## src/rtl/adpcm_update_sched_if.sv

```systemverilog
// Bus bundle for adpcm_update_sched: upward ap_ctrl_hs handshake, per-sub-block
// start/done, per-client memory requests, and the shared memory port.
interface adpcm_update_sched_if #(
  parameter int NUM_SUB = 3,
  parameter int AW      = 3,
  parameter int DW      = 32
);
  // Handshake: ap_start is a level request sampled only while idle; ap_done and
  // ap_ready pulse together for one cycle at sequence end. sub_start[i] is held
  // for every cycle block i runs and drops the cycle after sub_done[i] is seen.
  logic                    ap_start;
  logic                    ap_done;
  logic                    ap_idle;
  logic                    ap_ready;
  logic [NUM_SUB-1:0]      skip_mask;
  logic [NUM_SUB-1:0]      sub_start;
  logic [NUM_SUB-1:0]      sub_done;
  logic [NUM_SUB*AW-1:0]   c_address;
  logic [NUM_SUB-1:0]      c_ce;
  logic [NUM_SUB-1:0]      c_we;
  logic [NUM_SUB*DW-1:0]   c_d;
  logic [AW-1:0]           mem_address;
  logic                    mem_ce;
  logic                    mem_we;
  logic [DW-1:0]           mem_d;
  logic [NUM_SUB-1:0]      grant;
  logic                    timeout_err;
  logic [15:0]             run_cycles;
  logic [1:0]              dbg_state;

  modport master (
    output ap_start, skip_mask, sub_done, c_address, c_ce, c_we, c_d,
    input  ap_done, ap_idle, ap_ready, sub_start, mem_address, mem_ce, mem_we,
           mem_d, grant, timeout_err, run_cycles, dbg_state
  );

  modport slave (
    input  ap_start, skip_mask, sub_done, c_address, c_ce, c_we, c_d,
    output ap_done, ap_idle, ap_ready, sub_start, mem_address, mem_ce, mem_we,
           mem_d, grant, timeout_err, run_cycles, dbg_state
  );
endinterface

```

## src/rtl/adpcm_update_sched.sv

```systemverilog
// Sequences the ADPCM predictor-update sub-blocks and muxes their shared memory port.
// Optional cycle statistics on run_cycles are enabled by ADPCM_SCHED_STATS_EN.
module adpcm_update_sched #(
  parameter int NUM_SUB = 3,
  parameter int AW      = 3,
  parameter int DW      = 32,
  parameter int TIMEOUT = 255
) (
  input  logic                 ap_clk,
  input  logic                 ap_rst,
  adpcm_update_sched_if.slave  bus
);
  localparam int IW = $clog2(NUM_SUB + 1);

  typedef enum logic [1:0] {S_IDLE, S_SELECT, S_RUN, S_DONE} state_t;

  state_t             r_state, w_state_nxt;
  logic [IW-1:0]      r_idx, w_idx_nxt;
  logic [15:0]        r_cnt, w_cnt_nxt;
  logic [NUM_SUB-1:0] r_mask, w_mask_nxt;
  logic               r_err, w_err_nxt;
  logic               w_cur_mask;
  logic               w_cur_done;

  always_ff @(posedge ap_clk or posedge ap_rst) begin
    if (ap_rst) begin
      r_state <= S_IDLE;
      r_idx   <= '0;
      r_cnt   <= '0;
      r_mask  <= '0;
      r_err   <= 1'b0;
    end else begin
      r_state <= w_state_nxt;
      r_idx   <= w_idx_nxt;
      r_cnt   <= w_cnt_nxt;
      r_mask  <= w_mask_nxt;
      r_err   <= w_err_nxt;
    end
  end

  always_comb begin
    w_cur_mask = 1'b0;
    w_cur_done = 1'b0;
    for (int i = 0; i < NUM_SUB; i++) begin
      if (r_idx == IW'(i)) begin
        w_cur_mask = r_mask[i];
        w_cur_done = bus.sub_done[i];
      end
    end
  end

  always_comb begin
    w_state_nxt = r_state;
    w_idx_nxt   = r_idx;
    w_cnt_nxt   = r_cnt;
    w_mask_nxt  = r_mask;
    w_err_nxt   = r_err;
    case (r_state)
      S_IDLE: begin
        if (bus.ap_start) begin
          w_mask_nxt  = bus.skip_mask;
          w_idx_nxt   = '0;
          w_err_nxt   = 1'b0;
          w_state_nxt = S_SELECT;
        end
      end
      S_SELECT: begin
        if (r_idx == IW'(NUM_SUB)) begin
          w_state_nxt = S_DONE;
        end else if (w_cur_mask) begin
          w_idx_nxt = r_idx + IW'(1);
        end else begin
          w_cnt_nxt   = '0;
          w_state_nxt = S_RUN;
        end
      end
      S_RUN: begin
        // A done on the last allowed cycle wins over the abort below.
        if (w_cur_done) begin
          w_idx_nxt   = r_idx + IW'(1);
          w_state_nxt = S_SELECT;
        end else begin
          if (r_cnt != 16'hFFFF) w_cnt_nxt = r_cnt + 16'd1;
          if (r_cnt >= 16'(TIMEOUT - 1)) begin
            w_err_nxt   = 1'b1;
            w_state_nxt = S_DONE;
          end
        end
      end
      S_DONE: w_state_nxt = S_IDLE;
      default: w_state_nxt = S_IDLE;
    endcase
  end

  always_comb begin
    bus.grant       = '0;
    bus.mem_address = '0;
    bus.mem_ce      = 1'b0;
    bus.mem_we      = 1'b0;
    bus.mem_d       = '0;
    for (int i = 0; i < NUM_SUB; i++) begin
      if ((r_state == S_RUN) && (r_idx == IW'(i))) begin
        bus.grant[i]    = 1'b1;
        bus.mem_address = bus.c_address[i*AW +: AW];
        bus.mem_ce      = bus.c_ce[i];
        bus.mem_we      = bus.c_we[i];
        bus.mem_d       = bus.c_d[i*DW +: DW];
      end
    end
  end

  assign bus.sub_start   = bus.grant;
  assign bus.ap_done     = (r_state == S_DONE);
  assign bus.ap_ready    = (r_state == S_DONE);
  assign bus.ap_idle     = (r_state == S_IDLE) && !bus.ap_start;
  assign bus.timeout_err = r_err;
  assign bus.dbg_state   = r_state;

`ifdef ADPCM_SCHED_STATS_EN
  logic [15:0] r_stat_cnt;
  logic [15:0] r_run_cycles;
  logic [15:0] w_stat_inc;

  assign w_stat_inc = (r_stat_cnt == 16'hFFFF) ? r_stat_cnt : r_stat_cnt + 16'd1;

  // The DONE cycle itself is counted, hence latching the incremented value.
  always_ff @(posedge ap_clk or posedge ap_rst) begin
    if (ap_rst) begin
      r_stat_cnt   <= '0;
      r_run_cycles <= '0;
    end else if (r_state == S_IDLE) begin
      if (bus.ap_start) r_stat_cnt <= '0;
    end else begin
      r_stat_cnt <= w_stat_inc;
      if (r_state == S_DONE) r_run_cycles <= w_stat_inc;
    end
  end

  assign bus.run_cycles = r_run_cycles;
`else
  assign bus.run_cycles = '0;
`endif
endmodule

```

## src/flat_wrapper.sv

```systemverilog
// flat-port wrapper written by rule: the top's interface ports become plain ports
module adpcm_update_sched_flat 
#(
  parameter int NUM_SUB = 3,
  parameter int AW      = 3,
  parameter int DW      = 32,
  parameter int TIMEOUT = 255
)
  (ap_clk, ap_rst, bus_ap_start, bus_skip_mask, bus_sub_done, bus_c_address, bus_c_ce, bus_c_we, bus_c_d, bus_ap_done, bus_ap_idle, bus_ap_ready, bus_sub_start, bus_mem_address, bus_mem_ce, bus_mem_we, bus_mem_d, bus_grant, bus_timeout_err, bus_run_cycles, bus_dbg_state);
  adpcm_update_sched_if #(.NUM_SUB(NUM_SUB), .AW(AW), .DW(DW)) bus_i ();
  input  logic ap_clk;
  input  logic ap_rst;
  input wire logic [$bits(bus_i.ap_start)-1:0] bus_ap_start;
  input wire logic [$bits(bus_i.skip_mask)-1:0] bus_skip_mask;
  input wire logic [$bits(bus_i.sub_done)-1:0] bus_sub_done;
  input wire logic [$bits(bus_i.c_address)-1:0] bus_c_address;
  input wire logic [$bits(bus_i.c_ce)-1:0] bus_c_ce;
  input wire logic [$bits(bus_i.c_we)-1:0] bus_c_we;
  input wire logic [$bits(bus_i.c_d)-1:0] bus_c_d;
  output wire logic [$bits(bus_i.ap_done)-1:0] bus_ap_done;
  output wire logic [$bits(bus_i.ap_idle)-1:0] bus_ap_idle;
  output wire logic [$bits(bus_i.ap_ready)-1:0] bus_ap_ready;
  output wire logic [$bits(bus_i.sub_start)-1:0] bus_sub_start;
  output wire logic [$bits(bus_i.mem_address)-1:0] bus_mem_address;
  output wire logic [$bits(bus_i.mem_ce)-1:0] bus_mem_ce;
  output wire logic [$bits(bus_i.mem_we)-1:0] bus_mem_we;
  output wire logic [$bits(bus_i.mem_d)-1:0] bus_mem_d;
  output wire logic [$bits(bus_i.grant)-1:0] bus_grant;
  output wire logic [$bits(bus_i.timeout_err)-1:0] bus_timeout_err;
  output wire logic [$bits(bus_i.run_cycles)-1:0] bus_run_cycles;
  output wire logic [$bits(bus_i.dbg_state)-1:0] bus_dbg_state;
  assign bus_i.ap_start = bus_ap_start;
  assign bus_i.skip_mask = bus_skip_mask;
  assign bus_i.sub_done = bus_sub_done;
  assign bus_i.c_address = bus_c_address;
  assign bus_i.c_ce = bus_c_ce;
  assign bus_i.c_we = bus_c_we;
  assign bus_i.c_d = bus_c_d;
  assign bus_ap_done = bus_i.ap_done;
  assign bus_ap_idle = bus_i.ap_idle;
  assign bus_ap_ready = bus_i.ap_ready;
  assign bus_sub_start = bus_i.sub_start;
  assign bus_mem_address = bus_i.mem_address;
  assign bus_mem_ce = bus_i.mem_ce;
  assign bus_mem_we = bus_i.mem_we;
  assign bus_mem_d = bus_i.mem_d;
  assign bus_grant = bus_i.grant;
  assign bus_timeout_err = bus_i.timeout_err;
  assign bus_run_cycles = bus_i.run_cycles;
  assign bus_dbg_state = bus_i.dbg_state;
  adpcm_update_sched #(.NUM_SUB(NUM_SUB), .AW(AW), .DW(DW), .TIMEOUT(TIMEOUT)) u_core (.ap_clk(ap_clk), .ap_rst(ap_rst), .bus(bus_i));
endmodule
```

## config.mk

```make
export PLATFORM = sky130hd
export DESIGN_NAME = adpcm_update_sched_flat
export DESIGN_NICKNAME = d
export VERILOG_FILES = /design/src/rtl/adpcm_update_sched_if.sv /design/src/rtl/adpcm_update_sched.sv /design/src/flat_wrapper.sv
export SDC_FILE = /design/constraint.sdc
export NUM_CORES = 1
export LEC_CHECK = 0
export CAP_MARGIN = 40
export CELL_PAD_IN_SITES_DETAIL_PLACEMENT = 1
export CELL_PAD_IN_SITES_GLOBAL_PLACEMENT = 1
export CORE_MARGIN = 10
export CORE_UTILIZATION = 22
export CTS_CLUSTER_DIAMETER = 40
export DETAILED_ROUTE_END_ITERATION = 8
export HOLD_SLACK_MARGIN = 0.15
export PLACE_DENSITY = 0.82
export SYNTH_ARGS = -nofsm -noshare
export SYNTH_HDL_FRONTEND = slang
export SYNTH_SLANG_ARGS = --single-unit
```

## constraint.sdc

```tcl
create_clock -name ap_clk -period 3.31 [get_ports ap_clk]
set_clock_uncertainty 0.2 [all_clocks]
set_input_delay 0.8275 -clock ap_clk [delete_from_list [all_inputs] [get_ports ap_clk]]
set_output_delay 0.8275 -clock ap_clk [all_outputs]
set_load 0.01 [all_outputs]
```

==> results.md, run 1 <==
* Status: complete, no violations
* Distinct cells, synth at 45
* Slowest stage delay, CP at 390 ps
* VDD IR-drop max at 0.512 mV
* Slew Viols, Final at 0
* WL per Instance at 19.6 um
* Vias in the first global route at 3,262
* EDFF count, synth at 0
* Global Route Usage Sum at 14.4%
* Maximum clock path buffer count at 2
* PD cells at 567 mW/mm^2
* Post-DP Area at between 0.004 and 0.005 mm^2
* Via density at 5.07
* Arr. time, crit path at 2210 ps
* Final setup viols at 0
* Synth Instances at 324
* Leading cell type in the layout, fill and taps excluded: clkdlybuf4s50_1
* # Post-CTS Setup Buffers at 0
* Syn Std Cell Area at 0.00243 mm^2
* Die area at 0.0156 mm^2
* Seq cells post-synth at 24
* Leading cell types in the layout, fill and taps excluded: clkdlybuf4s50_1 (131), a21oi_1 (52), nor2_1 (41), a22oi_1 (37), dlygate4sd2_1 (29)
* Worst Tran Pin Value at between 600 and 700 ps
* Global-route wire length before repair at 18,900 um
* CORE AREA at 0.0108 mm^2
* FFs w/ async S/R, synth at 100%
* Total routed wirelength at roughly 12,000 um
* Inserted Clock Buffers at 3
* Static leakage at 0.00179 uW
* RSZ-0062 raised after global routing: yes
* DR vias at around 3.1k
* Initial antenna violation count at 0
* Dpl cells at 615
* DIE WIDTH at 125 um
* Critical-path maximum fanout at 37
* Largest net degree at the start of global routing at 67
* TritonCTS clock tree: yes
* Starting density of the core at 22.4%
* Iteration-0 DRC Markers at 170
* Critical path class: reg2out
* Top-Level Pins at roughly 190
* Ant diodes at 0
* Max_slew headroom at between 50% and 60%
* Synthesis warning total at 0
* Worst skew pair latency at 270 ps
* TritonCTS Sinks at 24
* P&R area growth vs syn at 74.4%
* CP Capture Type: output port
* Detail Placement HPWL at between 10,000 and 15,000 um
* DRC Markers at 0
* Finished layout cell area at about 0.0042 mm^2
* Cell Count, Final, Fillers Out at 619
* FMAX at 309 MHz
* Die height at roughly 130 um
* Startpoint Class: flop
* Clock root cell: clkbuf_8
* Share of cells above drive strength 1 at 4.80%
* CTS Hold Bufs at 0
* Slowest CP cell: dfrtp_1
* H-tree depth at 1
* Maxcap violations at 0
* Fin crit share at 97.7%
* Gpl congestion at 0.830
* Synth Flop Type: dfrtp_1
* Fin crit period at about 3200 ps
* TritonRoute pass-1 iters at 4
* Antenna Nets Post-Route at 0
* CTS clock-pin slew for the worst setup and hold paths at ~90 ps
* Port bufs at 168
* Final Hold Viols at 0
* Total congestion overflow at 0
* Worst path cell trace: inv_1 -> ha_1 -> and2_1 -> and2b_1 -> buf_12 -> a22oi_1 -> a21oi_1 -> dlygate4sd2_1
* Sequential area share after synthesis at 24.7%
* Syn Area/Cell at 7.50 um^2
* Row cnt at 38
* Final Power at 2400 uW
* NumNets Final at between 600 and 700
* Type of the most critical hold path: reg2reg
* Crit path required time at 2280 ps
==> state kept, by name (all words and copies together), names as in the netlist <==
name,cells
u_core.bus.timeout_err,1
u_core.bus.dbg_state,2
u_core.r_mask,3
u_core.r_cnt,16
u_core.r_idx,2
==> worst max-delay path: cells and delay by family, from the launching register on <==
kind                       cells  cell delay (ps)
AOI/OAI and AO/OA              2              380
and+or+nand+nor                2              350
adders and majority gates      1              240
buffers and inverters          3              570
DFF                            1              390
==> path summary, 6_finish.rpt <==
path / from / end / slack, ps / cells after the start
min: u_core.r_mask[0]$_DFFE_PP0P_ / u_core.r_mask[0]$_DFFE_PP0P_ / 310 / 1
min reg2reg: u_core.r_mask[0]$_DFFE_PP0P_ / u_core.r_mask[0]$_DFFE_PP0P_ / 310 / 1
max in group asynchronous: ap_rst / u_core.bus.dbg_state[1]$_DFFE_PP0P_ / 1930 / 3
min in group asynchronous: ap_rst / u_core.r_cnt[3]$_DFFE_PP0P_ / 730 / 3
max reg2reg: u_core.r_idx[1]$_DFFE_PP0P_ / u_core.r_cnt[14]$_DFFE_PP0P_ / 670 / 7
max: u_core.r_idx[0]$_DFFE_PP0P_ / bus_mem_address[1] / 80 / 8
==> cells in the mapped netlist (2+ instances only) <==
cell type	instances	area, um^2
a21oi_1	52	260
a22oi_1	37	278
a31oi_1	2	12.5
and2_1	3	18.8
buf_1	2	7.51
buf_2	3	15.0
buf_4	20	150
clkbuf_1	15	56.3
dfrtp_1	24	601
ha_1	10	125
inv_1	12	45.0
mux2_2	3	33.8
mux2i_1	2	20.0
nand2_1	15	56.3
nand2b_1	4	25.0
nand3_1	12	60.1
nand3b_1	2	15.0
nand4_1	5	31.3
nor2_1	41	154
nor3_1	2	10.0
o211ai_1	4	30.0
o21ai_0	7	35.0
o311ai_0	2	17.5
o31ai_1	8	60.1
or3_1	5	31.3
or4_1	13	97.6
==> where the power goes <==
part           total, uW  internal (uW)  switching [uW]
Combinational       1730            793             939
Clock                266            162             104
Sequential           405            357            47.8
Total               2400           1310            1090
==> cell families after synthesis <==
logic type      after synthesis  synth area share, %
simple gates                110                 23.0
mux                           5                 2.21
other cells                   1                0.154
buf+inv                      53                 11.7
compound gates              121                 33.0
flops                        24                 24.7
fa+ha+maj                    10                 5.15
==> layout make-up <==
class | instances | area [um^2]
fillers | 1340 | 6600
repair buffers | 177 | 1740
multi-input cells | 262 | 1610
flip-flops and latches | 24 | 601
well taps | 140 | 175
inverters | 12 | 45.0
clock buffers | 3 | 41.3
clock inverters | 1 | 30.0
==> per-layer routing <==
layer  up-vias  share of wire, %  GRT usage (%)
met4         0               1.1           2.17
met2       124                52           27.2
met5         -                 0              0
met3         8               7.0           3.93
met1      1522                39           16.0
li1       1487                 -              -
==> through the flow <==
stage | setup TNS [ps] | hold WS [ps] | setup slack, ps | util [%]
2_1_floorplan | 0 | 271 | 188 | -
3_5_place_dp | 0 | 295 | 63.3 | 38.8
5_1_grt | -87.5 | 321 | -41.0 | 39.1
6_report | 0 | 312 | 76.7 | 39.1
4_1_cts | 0 | 316 | 56.3 | 39.1
3_3_place_gp | 0 | 288 | 116 | 38.8
==> repair_timing <==
item	4_1_cts	5_1_grt
endpoints found under the setup margin	37	12
resized for setup	37	13
pin swaps	0	1
Note: power is estimated with default switching activity, not from simulation.
==> run 2: changes to the inputs <==
--- a/config.mk
+++ b/config.mk
@@ -9,9 +9,10 @@
 export CELL_PAD_IN_SITES_DETAIL_PLACEMENT = 1
 export CELL_PAD_IN_SITES_GLOBAL_PLACEMENT = 1
 export CORE_MARGIN = 10
-export CORE_UTILIZATION = 22
+export CORE_UTILIZATION = 42
 export CTS_CLUSTER_DIAMETER = 40
 export DETAILED_ROUTE_END_ITERATION = 8
+export DONT_BUFFER_PORTS = 1
 export HOLD_SLACK_MARGIN = 0.15
 export PLACE_DENSITY = 0.82
 export SYNTH_ARGS = -nofsm -noshare
==> results.md, run 2 (same netlist as run 1, synthesis figures left out) <==
* Largest net degree at the start of global routing at 46 (was 67)
* VDD IR-drop max at 0.655 mV (was 0.512 mV)
* Gpl congestion at 0.909 (was 0.830)
* Die height at 96.1 um (was 125 um)
* Detail Placement HPWL at 8380 um (was 10,100 um)
* P&R area growth vs syn at 12.9% (was 74.4%)
* TritonRoute pass-1 iters at 4 (unchanged)
* DRC Markers at 0 (unchanged)
* PD cells at 774 mW/mm^2 (was 567 mW/mm^2)
* Iteration-0 DRC Markers at 175 (was 170)
* Leading cell types in the layout, fill and taps excluded: a21oi_1 (52), nor2_1 (41), a22oi_1 (37), buf_4 (37), dfrtp_1 (23) (was clkdlybuf4s50_1 (131), a21oi_1 (52), nor2_1 (41), a22oi_1 (37), dlygate4sd2_1 (29))
* Vias in the first global route at 2,565 (was 3,262)
* DIE WIDTH at 96.1 um (was 125 um)
* Fin crit period at 3170 ps (was 3230 ps)
* Total congestion overflow at 0 (unchanged)
* Maximum clock path buffer count at 2 (unchanged)
* WL per Instance at 24.8 um (was 19.6 um)
* TritonCTS Sinks at 24 (unchanged)
* Fin worst setup slack at 144 ps (was 76.7 ps)
* Status: complete, no violations (unchanged)
* NumNets Final at 473 (was 610)
* GR peak layer: met2 (unchanged)
* Critical path class: reg2out (unchanged)
* Maxcap violations at 0 (unchanged)
* Crit path required time at 2280 ps (about the same)
* Met1 usage at 22.6% (was 16.0%)
* FMAX at 316 MHz (was 309 MHz)
* Fin crit share at 95.6% (was 97.7%)
* RSZ-0062 raised after global routing: no (was yes)
* Leading cell type in the layout, fill and taps excluded: a21oi_1 (was clkdlybuf4s50_1)
* Setup Total Neg Slack at 0 ps (unchanged)
* Via density at 6.35 (was 5.07)
* Port bufs at 0 (was 168)
* Worst skew pair latency at 270 ps (about the same)
* GR Util met3 at 5.53% (was 3.93%)
* Type of the most critical hold path: in2async (was reg2reg)
* Biggest regs: u_core.r_cnt x16, u_core.r_mask x3 (unchanged)
* Share of cells above drive strength 1 at 15.2% (was 4.80%)
* Total routed wirelength at 10,300 um (was 12,100 um)
* Row cnt at 27 (was 38)
* Critical-path maximum fanout at 36 (was 37)
* Antenna Nets Post-Route at 0 (unchanged)
* CTS clock-pin slew for the worst setup and hold paths at 90 ps (about the same)
* Static leakage at 0.00118 uW (was 0.00179 uW)
* Clock root cell: clkbuf_8 (unchanged)
* Pre-CTS WS at 132 ps (was 63.3 ps)
* Final Hold Viols at 0 (unchanged)
* TritonCTS clock tree: yes (unchanged)
* Slew Viols, Final at 0 (unchanged)
* Top-Level Pins at 185 (unchanged)
* Arr. time, crit path at 2140 ps (was 2210 ps)
* Die area at 0.00923 mm^2 (was 0.0156 mm^2)
* Max_slew headroom at 37.2% (was 53.1%)
* H-tree depth at 1 (unchanged)
* Inserted Clock Buffers at 3 (unchanged)
* CORE AREA at 0.00557 mm^2 (was 0.0108 mm^2)
* Starting density of the core at 43.6% (was 22.4%)
* Global-route wire length before repair at 14,600 um (was 18,900 um)
* Fillers at 703 (was 1,340)
* CTS Hold Bufs at 0 (unchanged)
* Startpoint Class: flop (unchanged)
* Global Route Usage Sum at 19.7% (was 14.4%)
* Initial antenna violation count at 0 (unchanged)
* Max reg flops at 16 (unchanged)
* Most flop-heavy register: u_core.r_cnt (unchanged)
* Worst Tran Pin Value at 930 ps (was 695 ps)
* Final setup viols at 0 (unchanged)
* DR vias at 2,630 (was 3,141)
* GR Util met2 at 35.7% (was 27.2%)
* CP Capture Type: output port (unchanged)
* Ant diodes at 0 (unchanged)
## run 2: cell types whose count changed in the layout (fill, tap and decap cells not counted), sizes merged
cell / previous run / this run
clkdlybuf4s50: 131 / 0
clkbuf: 6 / 4
dlygate4sd2: 29 / 0
clkdlybuf4s15: 5 / 0
bufinv: 1 / 0
buf: 9 / 40
## run 2: cell type report
class	count	area (um^2)	share of cell area, %
Clock buffer	4	55.1	2.01
Timing Repair Buffer	40	337	12.3
Tap cell	72	90.1	3.28
Sequential cell	24	602	21.9
Inverter	12	45.0	1.64
Multi-Input combinational cell	262	1620	58.9
## run 2: critical path, cell delays in order, from the launching register on
cell     delay, ps
dfrtp_2        460
inv_1          140
ha_4           210
and2_1         150
and2b_1        190
buf_12         180
a22oi_1        270
a21oi_1        110
buf_4          160
## run 2: stage by stage
step	instances	cell area (um^2)	util (%)	total power, uW	hold slack, ps
finish	414	2740	49.2	2120	210
global route	414	2740	49.2	2300	212
CTS	414	2720	48.8	2110	209
detailed placement	410	2660	47.7	1890	307
global placement	409	2630	47.2	1820	289
floorplan	339	2490	-	1410	271
## run 2: repair_timing
item | CTS | global route
pin swaps | 0 | 0
setup buffers | 0 | 0
resized for setup | 3 | 4
setup endpoints to repair | 36 | 37
## run 2: metal layers
layer / part of all wire (%) / vias to the layer above
li1: - / 1208
met1: 36 / 1265
met4: 1.5 / 0
met5: 0 / -
met2: 52 / 143
met3: 11 / 14
## run 2: power breakdown
part	switching (uW)	leakage [uW]	internal (uW)
Clock	103	0.0000288	106
Combinational	895	0.000830	596
Sequential	67.1	0.000319	358
## run 2: path summary, 6_finish.rpt
check	depth (start not counted)	end	slack, ps	startpoint
max	8	bus_mem_we	140	u_core.bus.dbg_state[0]$_DFFE_PP0P_
min	1	u_core.r_cnt[1]$_DFFE_PP0P_	210	ap_rst
max reg2reg	7	u_core.r_cnt[9]$_DFFE_PP0P_	580	u_core.r_idx[1]$_DFFE_PP0P_
min reg2reg	1	u_core.r_mask[1]$_DFFE_PP0P_	330	u_core.r_mask[1]$_DFFE_PP0P_
max in group asynchronous	2	u_core.bus.dbg_state[0]$_DFFE_PP0P_	2270	ap_rst
min in group ap_clk	1	u_core.r_mask[1]$_DFFE_PP0P_	330	u_core.r_mask[1]$_DFFE_PP0P_
